<file path="config.mk">
export PLATFORM = sky130hd
export DESIGN_NAME = mem_access_ctrl
export DESIGN_NICKNAME = d
export VERILOG_FILES = /design/src/rtl/mem_access_ctrl_pkg.sv /design/src/rtl/mem_access_ctrl_req_check.sv /design/src/rtl/mem_access_ctrl.sv
export SDC_FILE = /design/constraint.sdc
export NUM_CORES = 1
export LEC_CHECK = 0
export CORE_MARGIN = 3
export CORE_UTILIZATION = 41
export CTS_CLUSTER_DIAMETER = 40
export DETAILED_ROUTE_END_ITERATION = 6
export PLACE_DENSITY = 0.81
export SYNTH_ARGS = -nofsm -noshare
export SYNTH_HDL_FRONTEND = slang
export SYNTH_HIERARCHICAL = 1
export SYNTH_SLANG_ARGS = --single-unit
</file>
<file path="constraint.sdc">
create_clock -name clk -period 2.01 [get_ports clk]
set_clock_uncertainty 0.05 [all_clocks]
set_input_delay 0.402 -clock clk [delete_from_list [all_inputs] [get_ports clk]]
set_output_delay 0.402 -clock clk [all_outputs]
set_load 0.03 [all_outputs]
</file>
<file path="src/rtl/mem_access_ctrl_pkg.sv">
// Shared definitions for the memory-stage access controller:
// memory map sizes, word size and FSM state encoding.
package mem_access_ctrl_pkg;

    localparam int ROM_BYTES  = 1024;
    localparam int RAM_BYTES  = 1024;
    localparam int WORD_BYTES = 4;

    typedef enum logic [1:0] {
        S_IDLE   = 2'd0,
        S_ACCESS = 2'd1,
        S_RESP   = 2'd2
    } state_e;

endpackage

</file>
<file path="src/rtl/mem_access_ctrl_req_check.sv">
// Combinational request legality decode: alignment, address range,
// ROM write protection and conflicting load+store enables.
module mem_access_ctrl_req_check
    import mem_access_ctrl_pkg::*;
#(
    parameter int ADDR_W = 32
) (
    input  logic [ADDR_W-1:0] addr,
    input  logic              ren,
    input  logic              wen,
    output logic              err
);

    localparam logic [ADDR_W-1:0] LAST_WORD = ADDR_W'(ROM_BYTES + RAM_BYTES - WORD_BYTES);
    localparam logic [ADDR_W-1:0] ROM_END   = ADDR_W'(ROM_BYTES);

    logic misaligned;
    logic out_of_range;
    logic rom_write;
    logic both_ops;

    always_comb begin
        misaligned   = (addr[1:0] != 2'b00);
        out_of_range = (addr > LAST_WORD);
        rom_write    = wen && (addr < ROM_END);
        both_ops     = ren && wen;
        err          = misaligned || out_of_range || rom_write || both_ops;
    end

endmodule

</file>
<file path="src/rtl/mem_access_ctrl.sv">
// Memory-stage access controller: accepts one load/store, drives the memory
// port for WAIT_CYCLES cycles, then returns a one-cycle response.
//
// state    | meaning
// S_IDLE   | ready for a request, memory port idle
// S_ACCESS | memory port driven, wait counter running down to 0
// S_RESP   | resp_valid strobe, data/err presented
module mem_access_ctrl
    import mem_access_ctrl_pkg::*;
#(
    parameter int ADDR_W      = 32,
    parameter int DATA_W      = 32,
    parameter int WAIT_CYCLES = 2
) (
    input  logic              clk,
    input  logic              rst_n,
    input  logic              req_valid,
    output logic              req_ready,
    input  logic              req_ren,
    input  logic              req_wen,
    input  logic [ADDR_W-1:0] req_addr,
    input  logic [DATA_W-1:0] req_wdata,
    output logic              resp_valid,
    output logic [DATA_W-1:0] resp_rdata,
    output logic              resp_err,
    output logic              freeze,
    output logic [ADDR_W-1:0] mem_addr,
    output logic [DATA_W-1:0] mem_wdata,
    output logic              mem_r_en,
    output logic              mem_w_en,
    input  logic [DATA_W-1:0] mem_rdata
);

    localparam logic [3:0] CNT_INIT = 4'(WAIT_CYCLES - 1);

    state_e            state_q, state_d;
    logic [3:0]        cnt_q, cnt_d;
    logic [ADDR_W-1:0] addr_q, addr_d;
    logic [DATA_W-1:0] wdata_q, wdata_d;
    logic [DATA_W-1:0] rdata_q, rdata_d;
    logic              load_q, load_d;
    logic              store_q, store_d;
    logic              err_q, err_d;

    logic              req_is_op;
    logic              accept;
    logic              chk_err;

    mem_access_ctrl_req_check #(
        .ADDR_W (ADDR_W)
    ) u_req_check (
        .addr (req_addr),
        .ren  (req_ren),
        .wen  (req_wen),
        .err  (chk_err)
    );

    assign req_is_op = req_valid && (req_ren || req_wen);
    assign accept    = (state_q == S_IDLE) && req_is_op;

    always_ff @(posedge clk or negedge rst_n) begin
        if (!rst_n) begin
            state_q <= S_IDLE;
            cnt_q   <= '0;
            addr_q  <= '0;
            wdata_q <= '0;
            rdata_q <= '0;
            load_q  <= 1'b0;
            store_q <= 1'b0;
            err_q   <= 1'b0;
        end else begin
            state_q <= state_d;
            cnt_q   <= cnt_d;
            addr_q  <= addr_d;
            wdata_q <= wdata_d;
            rdata_q <= rdata_d;
            load_q  <= load_d;
            store_q <= store_d;
            err_q   <= err_d;
        end
    end

    always_comb begin
        state_d = state_q;
        cnt_d   = cnt_q;
        addr_d  = addr_q;
        wdata_d = wdata_q;
        rdata_d = rdata_q;
        load_d  = load_q;
        store_d = store_q;
        err_d   = err_q;

        case (state_q)
            S_IDLE: begin
                if (accept) begin
                    addr_d  = req_addr;
                    wdata_d = req_wdata;
                    rdata_d = '0;
                    err_d   = chk_err;
                    // Rejected requests never reach the port, so drop the op bits.
                    load_d  = req_ren && !chk_err;
                    store_d = req_wen && !chk_err;
                    cnt_d   = chk_err ? 4'd0 : CNT_INIT;
                    state_d = chk_err ? S_RESP : S_ACCESS;
                end
            end
            S_ACCESS: begin
                if (cnt_q == 4'd0) begin
                    state_d = S_RESP;
                    if (load_q) begin
                        rdata_d = mem_rdata;
                    end
                end else begin
                    cnt_d = cnt_q - 4'd1;
                end
            end
            S_RESP: begin
                state_d = S_IDLE;
            end
            default: begin
                state_d = S_IDLE;
            end
        endcase
    end

    assign req_ready  = (state_q == S_IDLE);
    assign freeze     = (state_q != S_IDLE) || req_is_op;
    assign resp_valid = (state_q == S_RESP);
    assign resp_err   = (state_q == S_RESP) && err_q;
    assign resp_rdata = rdata_q;
    assign mem_addr   = addr_q;
    assign mem_wdata  = wdata_q;
    assign mem_r_en   = (state_q == S_ACCESS) && load_q;
    // Single write pulse: only while the counter still holds its start value.
    assign mem_w_en   = (state_q == S_ACCESS) && store_q && (cnt_q == CNT_INIT);

endmodule

</file>
# --- Word level (Yosys, flattened, before mapping) ---
# Index checks and enable logic that the tools add are counted.
word_totals:
  output_inout_bits: 102
  input_bits: 101
  register_bits: 105
  elab_cells: 55
op_classes:
  n_reduce_logical: 25
  n_mux: 12
  n_eq_ne: 7
  order_cmp: 2
  addsub: 1
op_table:
  columns: ["op", "n"]
  rows:
  - ["$mux W32", 3]
  - ["$pmux W32 S2", 1]
  - ["$gt A32 B11 Y1 const B", 1]
  - ["$lt A32 B11 Y1 const B", 1]
  - ["$logic_and A1 B1 Y1", 10]
  - ["$mux W4", 2]
  - ["$pmux W4 S2", 1]
  - ["$mux W2", 3]
  - ["$ne A2 B2 Y1 const B", 3]
  - ["$reduce_bool A2 Y1", 3]
  - ["$logic_or A1 B1 Y1", 5]
  - ["$eq A4 B1 Y1 const B", 1]
  - ["$logic_not A4 Y1", 1]
  - ["$pmux W2 S2", 1]
  - ["$reduce_and A2 Y1", 2]
  - ["$reduce_and A4 Y1", 1]
  - ["$sub A4 B1 Y4 const B", 1]
  - ["$reduce_and A3 Y1", 1]
  - ["$eq A2 B1 Y1 const B", 1]
  - ["$eq A2 B2 Y1 const B", 1]
  - ["$logic_not A2 Y1", 1]
  - ["$ne A2 B1 Y1 const B", 1]
  - ["$logic_not A1 Y1", 1]
  - ["$mux W1", 1]

# --- Logic depth before layout (Yosys ltp) ---
# Gate-level depths: netlist of run 1.
depth:
  ltp_word: 7
  ltp_mapped: 7

# --- Cells and area by module ---
# The synthesis of run 1 kept the hierarchy.
modules_own_cells:
  columns: ["module", "area_each_um2", "seq_area_each_um2", "cells_per_inst", "instances"]
  rows:
  - ["mem_access_ctrl", 4135.2, 2627.5, 265, 1]
  - ["mem_access_ctrl_req_check", 60.1, 0.0, 10, 1]

# --- Least setup slack after synthesis of run 1 ---
# No wires, ideal clock.
synth_path:
  kind: "register to output"
  startpoint: "reg state_q[1]"
  endpoint: "out resp_err"
  required_time_ns: 1.558
  stages_incl_launch_ff: 4
  path_slack_ns: 0.244
  n_path_buf: 1
  arrival_ns: 1.314
  path_cell_list: "dfrtp_1 > buf_6 > nor2b_1 > and2_1"
synth_between:
  elab_chain_cells: 2
synth_lines:
  columns: ["item", "line_no", "source"]
  rows:
  - ["from (decl)", "mem_access_ctrl.sv:36", "state_e state_q, state_d;"]
  - ["from (signal assigned)", "mem_access_ctrl.sv:72", "state_q <= state_d;"]
  - ["$eq A2 B2 Y1", null, null]
  - ["via resp_valid", "mem_access_ctrl.sv:23", "output logic resp_valid,"]
  - ["$logic_and A1 B1 Y1", "mem_access_ctrl.sv:129", "assign resp_err = (state_q == S_RESP) && err_q;"]
  - ["to (decl)", "mem_access_ctrl.sv:25", "output logic resp_err,"]
# The timed path passes the listed nets, and every way through them passes these cells.

# --- Final worst setup path of run 1 ---
layout_path:
  startpoint: "reg state_q[1]"
  endpoint: "out mem_w_en"
layout_between:
  elab_chain_cells: 3
layout_lines:
  columns: ["item", "line_no", "source"]
  rows:
  - ["$eq A2 B1 Y1", "mem_access_ctrl.sv:135", "assign mem_w_en = (state_q == S_ACCESS) && store_q && (cnt_q == CNT_INIT);"]
  - ["$logic_and A1 B1 Y1 (2 in series)", "mem_access_ctrl.sv:135", null]
  - ["to (decl)", "mem_access_ctrl.sv:30", "output logic mem_w_en,"]
# Every way passes these cells.

==> metrics.cfg, run 1 <==
[finish]
drive_gt1_frac=0.224
stdcell_area_um2=6730
fin_nets=598
instances_no_fill=632
diodes=0
syn2layout_area_growth_pct=60.4

[clocking]
clockBufferDepth=2
cts_made_buffers=9
clk_latency_ps=360
clkTransAtPathRegs_ps=120
clockRootBuffer=clkbuf_8
h-tree-depth=3
clkSinkCount=105
cts_tree=done

[logic_synthesis]
ys_seq_area_frac=0.626
synth_flop_cell=dfrtp_1
synth_cells=275
synthArstFlopShare=1.00
syn_area_per_cell_um2=15.3
synthesis.nets=379
yosys.area.top_type_share=0.626
yosys_warnings=6
ys_ff_latch=105
yosys.area.top_type=dfrtp_1
netlist_area_um2=4200
netlist_top_cells_area=dfrtp_1 (63%), mux2_2 (13%), a22o_1 (6.7%)
synth_edf_count=0
synth.distinct_cells=35

[floorplan]
initial_core_util=0.425
die_h_um=107
dieWidth_um=107
ioPinCount=203
rows=36
die-area_um2=11500
core-area_um2=9860

[global_route]
grt_max_degree=45
grt_pass1_vias=3266
grt_pass1_wl_mm=17.4
grtUsageTotal=0.195
antenna_found_initial=1
gr-total-overflow=0

[setup_path]
startpoint=state_q[1]$_DFFE_PN0P_
cpPeakStageDelay_ps=410
reg2reg_setup_slack_ps=230
cp_max_fo=6
r2r-start=cnt_q[0]$_DFFE_PN0P_
crit_path_end_kind=primary output
required_ps=1560
worstRegToRegCells=5
arrival_ps=1520
cpMaxStageDelayCell=dfrtp_1
crit_chain=buf_6 -> nor4b_4 -> and3_1 -> buf_6
cp-endpoint=mem_w_en
critical_path_class=register to primary output
critPathMostFrequentCell=buf_6
cp-start-kind=register
timing.rr.end=cnt_q[0]$_DFFE_PN0P_

[outcome]
outcome=finished clean

[routing]
drc=0
drt_iter0_drc=162
avgRoutedWirePerCell_um=17.7
vias=3145
ant_nets=0
viasPerCell=4.98
drt-pass1-iter-count=4
wl_mm=11.2

[placement]
dpl.hpwl_mm=8.52
place_area_um2=6480
io_buffers=202
place_inst=610
routabilityCongestion=0.825

[power]
p_per_area_nw_per_um2=826
ir_drop_mv=0.499
cellLeakagePower_nw=2.93

[sta]
final-hold-violation-count=0
finalSetupViolCount=0
whs_ps=432
fin_crit_sh=0.980
max_slew_margin=0.713
worst_pin_slew_ps=425
rsz0062_at_grt=true
fin_tns_setup_ps=0
period_needed_ps=1970
fmax_mhz=507
drv_slew=0

[worst_hold_path]
min_path_type=input port to asynchronous set/reset pin

[flow_run]
maxCapViolCount=0

-- how the worst min path moves through the flow --
stage	slack, ps	to	from
floorplan	60	cnt_q[0]$_DFFE_PN0P_	rst_n
global placement	300	mem_addr[12]$_DFFE_PN0P_	rst_n
detailed placement	300	mem_addr[29]$_DFFE_PN0P_	rst_n
CTS	430	mem_addr[4]$_DFFE_PN0P_	rst_n
global route	460	mem_addr[30]$_DFFE_PN0P_	rst_n
finish	430	mem_addr[5]$_DFFE_PN0P_	rst_n
-- cells in the mapped netlist, types with 3 or more instances --
| cell type | n |
|---|---|
| inv_1 | 4 |
| ha_1 | 3 |
| dfrtp_1 | 105 |
| mux2i_1 | 3 |
| nor4_1 | 5 |
| a22o_1 | 32 |
| o21ai_0 | 9 |
| mux2_2 | 48 |
| buf_2 | 9 |
| mux2_4 | 17 |
| buf_6 | 4 |
| nor2b_1 | 3 |
-- stage by stage --
stage | setup WS (ps) | util | power [mW]
6_report | 39.5 | 0.682 | 5.56
5_1_grt | -30.9 | 0.682 | 5.81
3_3_place_gp | -202 | 0.657 | 4.35
3_5_place_dp | -163 | 0.657 | 4.38
4_1_cts | 25.3 | 0.678 | 5.62
2_1_floorplan | 244 | - | 3.45
-- placed cells by master, fill, tap and decap left out, types with 3 or more instances in the layout --
master,count
a22o_1,32
buf_12,7
buf_4,16
clkbuf_8,9
clkdlybuf4s50_1,195
dfrtp_1,105
dlygate4sd2_1,3
ha_1,3
inv_1,4
mux2_2,48
mux2_4,17
mux2i_1,3
nor4_1,5
o21ai_0,8
-- routing by layer --
layer | part of all wire | global-route usage | up-vias | wire, µm
li1 | - | - | 1450 | -
met1 | 0.39 | 0.231 | 1516 | 4360
met4 | 0.011 | 0.0630 | 2 | 125
met3 | 0.12 | 0.0825 | 12 | 1390
met2 | 0.47 | 0.321 | 165 | 5320
met5 | 0.0012 | 0 | - | 13
-- registers in the layout, summed over array words and instances, names as in the netlist --
signal	cells
cnt_q	4
err_q	1
load_q	1
mem_addr	32
mem_wdata	32
resp_rdata	32
state_q	2
store_q	1
-- critical path: cells and delay by family, from the launching register on --
family,cells,cell delay [ps]
simple gates,2,480
flops,1,410
buf+inv,2,280
-- cell type report --
cell class	instances	area [µm²]
clock buffer	10	128
multi-input combinational	149	1460
inverter	5	21.3
fill	671	3140
tap	133	166
timing repair buffer	224	2270
clock inverter	6	58.8
sequential	105	2630
-- logic make-up after synthesis --
kind of cell,synth area share
buffers and inverters,0.0310
adder cells (fa/ha/maj),0.00895
AO/OA/AOI/OAI,0.0913
multiplexers,0.197
flip-flops,0.626
AND/OR/NAND/NOR,0.0456
-- timing repair --
item                                    4_1_cts  5_1_grt
hold endpoints to repair                     26        0
buffers inserted                              1        4
gates cloned                                  0        0
endpoints found under the setup margin        4        3
pin swaps                                     1        2
hold buffers                                  1        0
gates resized for setup                       4        4
-- power by group --
part | total, mW | internal (mW) | switching, mW
sequential | 2.51 | 2.37 | 0.142
clock | 1.22 | 0.475 | 0.748
combinational | 1.82 | 0.913 | 0.912
total | 5.56 | 3.75 | 1.80
Note: power is estimated with default switching activity, not from simulation.
==> run 2: changes to the inputs <==
--- a/config.mk
+++ b/config.mk
@@ -9,6 +9,7 @@
 export CORE_UTILIZATION = 41
 export CTS_CLUSTER_DIAMETER = 40
 export DETAILED_ROUTE_END_ITERATION = 6
+export GPL_TIMING_DRIVEN = 0
 export PLACE_DENSITY = 0.81
 export SYNTH_ARGS = -nofsm -noshare
 export SYNTH_HDL_FRONTEND = slang
==> run 2 against run 1 <==
  * Worst hold slack lost 430 ps
  * Worst setup slack gained 50 ps
  * Design area is 1.7% lower
  * Sequential share of layout area increased by 0.74 points
  * First-iteration DRC count fell by 25%
  * Via count fell by 1.3%
==> metrics.cfg, run 2 (same netlist as run 1, synthesis figures left out) <==
[sta]
period_needed_ps=1920  ; -50.1 ps
fin_crit_sh=0.955  ; -0.0249
max_slew_margin=0.585  ; -0.128
rsz0062_at_grt=false
final-hold-violation-count=0  ; unchanged
worst_pin_slew_ps=623  ; +198 ps
finalSetupViolCount=0  ; unchanged
drv_slew=0  ; unchanged
fmax_mhz=521  ; +2.6%

[clocking]
clockRootBuffer=clkbuf_8
clkTransAtPathRegs_ps=90  ; -30 ps
clkSinkCount=105  ; unchanged
cts_made_buffers=9  ; unchanged
clk_latency_ps=360  ; about the same
clockBufferDepth=2  ; unchanged
h-tree-depth=3  ; unchanged
cts_tree=done
postCtsHoldBufs=0  ; -1

[global_route]
antenna_found_initial=0  ; -1
grt_pass1_vias=3397  ; +4.0%
grt_max_degree=59  ; +31%
grtUsageTotal=0.198  ; +0.00287
gr-total-overflow=0  ; unchanged
grt_pass1_wl_mm=17.4  ; about the same

[placement]
io_buffers=202  ; unchanged
routabilityCongestion=0.801  ; -2.9%
dpl.hpwl_mm=8.51  ; -0.12%

[routing]
wl_mm=11.2  ; about the same
ant_nets=0  ; unchanged
viasPerCell=4.93  ; -0.86%
vias=3103  ; -1.3%
avgRoutedWirePerCell_um=17.8  ; +0.42%
drt-pass1-iter-count=4  ; unchanged
drt_iter0_drc=122  ; -25%
drc=0  ; unchanged

[floorplan]
ioPinCount=203  ; unchanged
die-area_um2=11500  ; unchanged
rows=36  ; unchanged
core-area_um2=9860  ; unchanged
dieWidth_um=107  ; unchanged
die_h_um=107  ; unchanged
initial_core_util=0.425  ; unchanged

[power]
p_per_area_nw_per_um2=831  ; +0.67%
p_total_mw=5.50  ; -1.1%
ir_drop_mv=0.586  ; +17%
cellLeakagePower_nw=2.87  ; -1.9%

[finish]
diodes=0  ; unchanged
regArea_um2=2630  ; +0.14%
drive_gt1_frac=0.232  ; +0.00741
fin_util=0.670  ; -0.0117
multi_input_area_um2=1480  ; +1.3%
final_cell_mix=clkdlybuf4s50_1 (195), dfrtp_1 (102), mux2_2 (48)
fin_nets=595  ; -0.50%
nFillCells=682  ; +1.6%
syn2layout_area_growth_pct=57.6
mostFrequentLayoutCell=clkdlybuf4s50_1

[worst_hold_path]
min_path_type=input port to asynchronous set/reset pin

[setup_path]
cp-start-kind=register
reg2reg_setup_slack_ps=150  ; -80 ps
cp_max_fo=5  ; -1
required_ps=1560  ; about the same
arrival_ps=1470  ; -50 ps
critical_path_class=register to primary output
crit_path_end_kind=primary output

[flow_run]
maxCapViolCount=0  ; unchanged

[outcome]
outcome=finished clean

-- run 2: changes by cell type in the layout (fill, tap and decap cells not counted), moves of 3 or more --
cell     before  now
buf_2         0   12
buf_4        16    6
dfrtp_1     105  102
dfrtp_2       0    3
buf_12        7    0
-- run 2: cell type report --
| cell class | count | area share |
|---|---|---|
| clock buffers | 12 | 0.0219 |
| plain buffers | 16 | 0.0165 |
| multi-input cells | 149 | 0.223 |
| well taps | 133 | 0.0252 |
| flip-flops and latches | 105 | 0.398 |
| clock inverters | 4 | 0.00416 |
| repair buffers | 205 | 0.308 |
| inverters | 5 | 0.00322 |
-- run 2: metal layers --
metal  vias up  wire, µm  track usage
li1       1448         -            -
met1      1484      4240        0.220
met2       154      5320        0.322
met3        17      1370       0.0993
met4         0       262       0.0804
met5         -         0            0
-- run 2: path summary, 6_finish.rpt --
check | start | endpoint | cells after the start
max | cnt_q[3]$_DFFE_PN0P_ | mem_w_en | 3
min | rst_n | mem_addr[28]$_DFFE_PN0P_ | 1
max reg2reg | cnt_q[0]$_DFFE_PN0P_ | cnt_q[3]$_DFFE_PN0P_ | 6
min reg2reg | resp_rdata[17]$_DFFE_PN0P_ | resp_rdata[17]$_DFFE_PN0P_ | 1
max in group asynchronous | rst_n | mem_wdata[21]$_DFFE_PN0P_ | 2
min in group clk | resp_rdata[17]$_DFFE_PN0P_ | resp_rdata[17]$_DFFE_PN0P_ | 1
-- run 2: repair_timing --
action | 4_1_cts | 5_1_grt
gates resized for setup | 24 | 11
pin swaps | 0 | 1
endpoints found under the setup margin | 8 | 10
setup buffers | 0 | 2
-- run 2: per-stage QoR --
stage                     TNS, ps  std cells  instance area, µm²  setup WS, ps  hold slack [ps]
final                           0        629                6610          89.6            0.649
after CTS                   -35.8        627                6600         -35.8             8.70
after global placement    -364610        610                6380         -3370              432
after global routing            0        629                6610          9.04             35.0
after floorplan                 0        275                4200           244             56.4
after detailed placement   -12760        611                6410          -580              413
-- run 2: worst max-delay path, stage by stage, from the launching register on --
cell and delay (ps):
dfrtp_2 460, nor4b_4 320, and3_1 190, buf_4 150
-- run 2: power breakdown --
| part | internal, mW | switching [mW] |
|---|---|---|
| Sequential | 2.37 | 0.138 |
| Clock | 0.489 | 0.701 |
| Combinational | 0.888 | 0.915 |
